### src/rtl/data_mem_arbiter.sv
// Round-robin arbiter time-sharing one registered single-port data RAM among core_count cores.
// One access in flight at a time: IDLE (grant) -> ISSUE (RAM samples) -> READ (data back) -> IDLE.
module data_mem_arbiter #(
    parameter int reg_width  = 12,
    parameter int addr_width = 12,
    parameter int core_count = 2
) (
    input  logic                            clk,
    input  logic                            reset,
    input  logic [core_count-1:0]           req,
    input  logic [core_count-1:0]           wr,
    input  logic [core_count*reg_width-1:0] addr_flat,
    input  logic [core_count*reg_width-1:0] wdata_flat,
    output logic [core_count-1:0]           ready,
    output logic [core_count*reg_width-1:0] rdata_flat,
    output logic [addr_width-1:0]           mem_addr,
    output logic [reg_width-1:0]            mem_wdata,
    output logic                            mem_wren,
    input  logic [reg_width-1:0]            mem_rdata
);

    localparam int IDX_W = (core_count > 1) ? $clog2(core_count) : 1;

    typedef enum logic [1:0] {
        IDLE,
        ISSUE,
        READ
    } state_t;

    state_t                 state_q, state_d;
    logic [IDX_W-1:0]       rr_ptr_q, rr_ptr_d;
    logic [IDX_W-1:0]       grant_q, grant_d;
    logic                   wren_q, wren_d;
    logic [addr_width-1:0]  mem_addr_q, mem_addr_d;
    logic [reg_width-1:0]   mem_wdata_q, mem_wdata_d;
    logic                   mem_wren_q, mem_wren_d;
    logic [core_count-1:0]  ready_q, ready_d;
    logic [reg_width-1:0]   rdata_q [core_count];
    logic [reg_width-1:0]   rdata_d [core_count];

    logic [core_count-1:0]  eligible;
    logic [IDX_W-1:0]       sel;
    logic                   found;
    logic [reg_width-1:0]   sel_addr;
    logic [reg_width-1:0]   sel_wdata;
    int                     idx;

    // A core whose ready is high this cycle is masked so it cannot be served twice.
    always_comb begin
        eligible = req & ~ready_q;
        sel      = '0;
        found    = 1'b0;
        idx      = 0;
        for (int k = 0; k < core_count; k++) begin
            idx = int'(rr_ptr_q) + k;
            if (idx >= core_count) begin
                idx = idx - core_count;
            end
            if (!found && eligible[idx]) begin
                found = 1'b1;
                sel   = IDX_W'(idx);
            end
        end
        sel_addr  = addr_flat[int'(sel)*reg_width +: reg_width];
        sel_wdata = wdata_flat[int'(sel)*reg_width +: reg_width];
    end

    always_comb begin
        state_d     = state_q;
        rr_ptr_d    = rr_ptr_q;
        grant_d     = grant_q;
        wren_d      = wren_q;
        mem_addr_d  = mem_addr_q;
        mem_wdata_d = mem_wdata_q;
        mem_wren_d  = 1'b0;
        ready_d     = '0;
        rdata_d     = rdata_q;
        case (state_q)
            IDLE: begin
                if (found) begin
                    grant_d     = sel;
                    wren_d      = wr[sel];
                    mem_addr_d  = addr_width'(sel_addr);
                    mem_wdata_d = sel_wdata;
                    mem_wren_d  = wr[sel];
                    state_d     = ISSUE;
                end
            end
            ISSUE: begin
                state_d = READ;
            end
            READ: begin
                if (!wren_q) begin
                    rdata_d[grant_q] = mem_rdata;
                end
                ready_d[grant_q] = 1'b1;
                rr_ptr_d = (grant_q == IDX_W'(core_count - 1)) ? '0 : grant_q + 1'b1;
                state_d  = IDLE;
            end
            default: begin
                state_d = IDLE;
            end
        endcase
    end

    always_ff @(posedge clk or negedge reset) begin
        if (!reset) begin
            state_q     <= IDLE;
            rr_ptr_q    <= '0;
            grant_q     <= '0;
            wren_q      <= 1'b0;
            mem_addr_q  <= '0;
            mem_wdata_q <= '0;
            mem_wren_q  <= 1'b0;
            ready_q     <= '0;
            for (int i = 0; i < core_count; i++) begin
                rdata_q[i] <= '0;
            end
        end else begin
            state_q     <= state_d;
            rr_ptr_q    <= rr_ptr_d;
            grant_q     <= grant_d;
            wren_q      <= wren_d;
            mem_addr_q  <= mem_addr_d;
            mem_wdata_q <= mem_wdata_d;
            mem_wren_q  <= mem_wren_d;
            ready_q     <= ready_d;
            rdata_q     <= rdata_d;
        end
    end

    always_comb begin
        for (int i = 0; i < core_count; i++) begin
            rdata_flat[i*reg_width +: reg_width] = rdata_q[i];
        end
    end

    assign ready     = ready_q;
    assign mem_addr  = mem_addr_q;
    assign mem_wdata = mem_wdata_q;
    assign mem_wren  = mem_wren_q;

endmodule
### config.mk
export PLATFORM = sky130hd
export DESIGN_NAME = data_mem_arbiter
export DESIGN_NICKNAME = d
export VERILOG_FILES = /design/src/rtl/data_mem_arbiter.sv
export SDC_FILE = /design/constraint.sdc
export NUM_CORES = 1
export LEC_CHECK = 0
export CAP_MARGIN = 20
export CORE_MARGIN = 3
export CORE_UTILIZATION = 40
export DETAILED_ROUTE_END_ITERATION = 6
export PLACE_DENSITY_LB_ADDON = 0.25
export SYNTH_ARGS = -nofsm -noshare
export SYNTH_HDL_FRONTEND = slang
export SYNTH_SLANG_ARGS = --single-unit
### constraint.sdc
create_clock -name clk -period 1.6 [get_ports clk]
set_input_delay 0.32 -clock clk [delete_from_list [all_inputs] [get_ports clk]]
set_output_delay 0.32 -clock clk [all_outputs]
set_load 0.01 [all_outputs]
==> impl_metrics.yaml <==
status:
  outcome: "finished, final reports clean"
global_routing:
  grt_max_degree: 39
  grt_usage_pct: 16.5
  grt_pass1_vias: 1895
  grt_antenna_before_repair: 0
  grt_pass1_wl_um: 9250
  grt_overflow: 0
hold_path:
  hp-class: "input pin to asynchronous set/reset pin"
synth:
  seq_area_frac_synth_pct: 58.9
  synth_edf_count: 0
  synth_commonest_cells: "dfrtp_1, nand2_1, nor2_1, a31oi_1, mux2_2"
  synth_top_area_share_pct: 58.9
  synth.most_common_cell: "dfrtp_1"
  synthFlopType: "dfrtp_1"
  syn-num-nets: 274
  avgSynthCellArea_um2: 11.4
  yosysUniqueCellTypes: 19
  yosys.area.top_type: "dfrtp_1"
  synth_area_leaders: "dfrtp_1, nand2_1, mux2_2"
  ys_ff_latch: 56
  syn_area_mm2: 0.00238
  yosysWarnings: 0
  postSynthCellCount: 208
  synthArstFlopShare_pct: 100
drt:
  drtIter0Drc: 31
  wire_per_inst_um: 14.1
  viasPerCell: 4.86
  wirelength_um: 5720
  postRouteAntennaNets: 0
  via_count: 1975
  drc: 0
  first_pass_iters: 4
placement:
  place_area_mm2: 0.00373
  dp.cells: 396
  dpl.hpwl_um: 4370
  gp_congestion: 0.732
  dpl_worst_slack_ns: -0.194
  io_buffers: 116
sta:
  fin_crit_ns: 1.55
  hold_viol: 0
  setup_viol: 0
  rsz0062_at_grt: "false"
  max_freq_ghz: 0.646
  finalSetupTns_ns: 0
  final.period_utilization_pct: 96.8
  slew_viol_final: 0
  max_slew.worst_pin.slew_ns: 0.392
  fin_ws_ns: 0.0512
  slew_headroom_pct: 73.9
  skew_ns: 0.0126
clocking:
  root_buffer: "clkbuf_8"
  numCtsBuffers: 5
  cts_tree: "yes"
  cts_sinks: 56
  clkTransAtPathRegs_ns: 0.10
  h-tree-depth: 2
  cts_buffer_depth: 2
  clock_latency_ns: 0.31
floorplan:
  die_width_um: 83.2
  die_area_mm2: 0.00691
  coreArea_mm2: 0.00564
  io_pins: 117
  chipHeight_um: 83.2
  start_util_pct: 42.2
  row_count: 27
pwr:
  clkPwrFrac_pct: 11.4
  seqPwrFrac_pct: 36.9
  swShare_pct: 33.3
  irDropWorstVdd_mv: 0.767
  p_per_area_mw_per_mm2: 1740
  power_leakage_nw: 1.71
  p_sw_mw: 2.24
  p_int_mw: 4.50
  combPwrFrac_pct: 51.7
worst_setup_path:
  crit_path_max_incr_delay_ns: 0.56
  path_delay_family: "buffers and inverters"
  crit_arrival_ns: 1.23
  worstPathRequired_ns: 1.28
  critPathSlowestCell: "clkdlybuf4s50_1"
  crit_fanout: 2
  crit_buf_inv: 1
  end_kind: "primary output"
  worstPathCellList: "clkdlybuf4s50_1"
  cp-start-kind: "flop"
  crit_type: "flop to primary output"
finish:
  layout-drive-gt1-share_pct: 17.4
  fin_area_mm2: 0.00387
  final_core_util_pct: 68.5
  syn2layout_area_growth_pct: 62.4
  fin_cells: 406
  antenna_cells: 0
  nets: 399
  fillers: 453
flow_run:
  drv_cap: 0
==> final cells by class <==
cell class / count / area (µm²) / area share, %
sequential: 56 / 1400 / 36.3
timing repair buffer: 130 / 1380 / 35.6
multi-input combinational: 139 / 901 / 23.3
tap: 72 / 90.1 / 2.33
clock buffer: 5 / 68.8 / 1.78
clock inverter: 3 / 23.8 / 0.615
inverter: 1 / 3.75 / 0.0971
==> power groups by stage <==
stage	Combinational (mW)	Sequential [mW]	Clock (mW)
after floorplan	1.34	2.81	0
after global placement	3.48	2.50	0
after detailed placement	3.53	2.53	0
after CTS	3.55	2.50	0.805
after global routing	3.77	2.58	0.865
final	3.48	2.49	0.767
==> worst paths after layout <==
kind	startpoint	endpoint	slack, ns	cells after the start
worst max-delay path	mem_addr[9]	mem_addr[9]	0.05	1
worst min-delay path	reset	mem_wdata[3]	0.47	2
worst max register to register	state_q[0]	rdata_flat[1]	0.09	5
worst min register to register	rdata_flat[14]	rdata_flat[14]	0.51	1
max in group asynchronous	reset	state_q[1]	0.59	3
min in group clk	rdata_flat[14]	rdata_flat[14]	0.51	1
==> flip-flops by register name, summed over array words and instances, names as in the netlist <==
| name | flops |
|---|---|
| mem_addr | 12 |
| wren_q | 1 |
| mem_wdata | 12 |
| ready | 2 |
| state_q | 2 |
| rr_ptr_q | 1 |
| mem_wren | 1 |
| grant_q | 1 |
| rdata_flat | 24 |
==> routing by layer <==
layer	share of wire [%]	vias to the layer above	track usage, %
met1	42	934	20.8
met3	10	6	7.34
met5	0	-	0
li1	-	949	-
met4	0.80	0	3.57
met2	47	86	26.5
==> repair_timing <==
item | 4_1_cts | 5_1_grt
setup endpoints to repair | 0 | 12
hold buffers | 1 | 0
resized for setup | 0 | 11
hold endpoints to repair | 12 | 0
setup buffers | 0 | 1
==> cell families after synthesis <==
group / after synthesis / share of synthesized area [%]
mux: 25 / 13.4
simple gates: 85 / 15.8
compound gates: 29 / 8.62
flops: 56 / 58.9
buf+inv: 13 / 3.31
==> through the flow <==
step / power, mW / hold WS [ns]
5_1_grt: 7.21 / 0.478
6_report: 6.74 / 0.470
2_1_floorplan: 4.15 / 0.0244
3_3_place_gp: 5.98 / 0.270
4_1_cts: 6.86 / 0.473
3_5_place_dp: 6.06 / 0.262
==> placed cells by master (no fill, tap or decap), types with 3 or more instances in the layout <==
cell,netlist,layout
dlymetal6s2s_1,0,10
nand2_1,51,51
nor2_1,27,27
buf_4,1,6
clkdlybuf4s50_1,0,105
mux2_4,10,10
clkbuf_8,0,5
a31oi_1,25,25
buf_12,1,7
dfrtp_1,56,55
nor2b_4,3,3
mux2_2,15,15
Power figures use the tool's default switching activity.
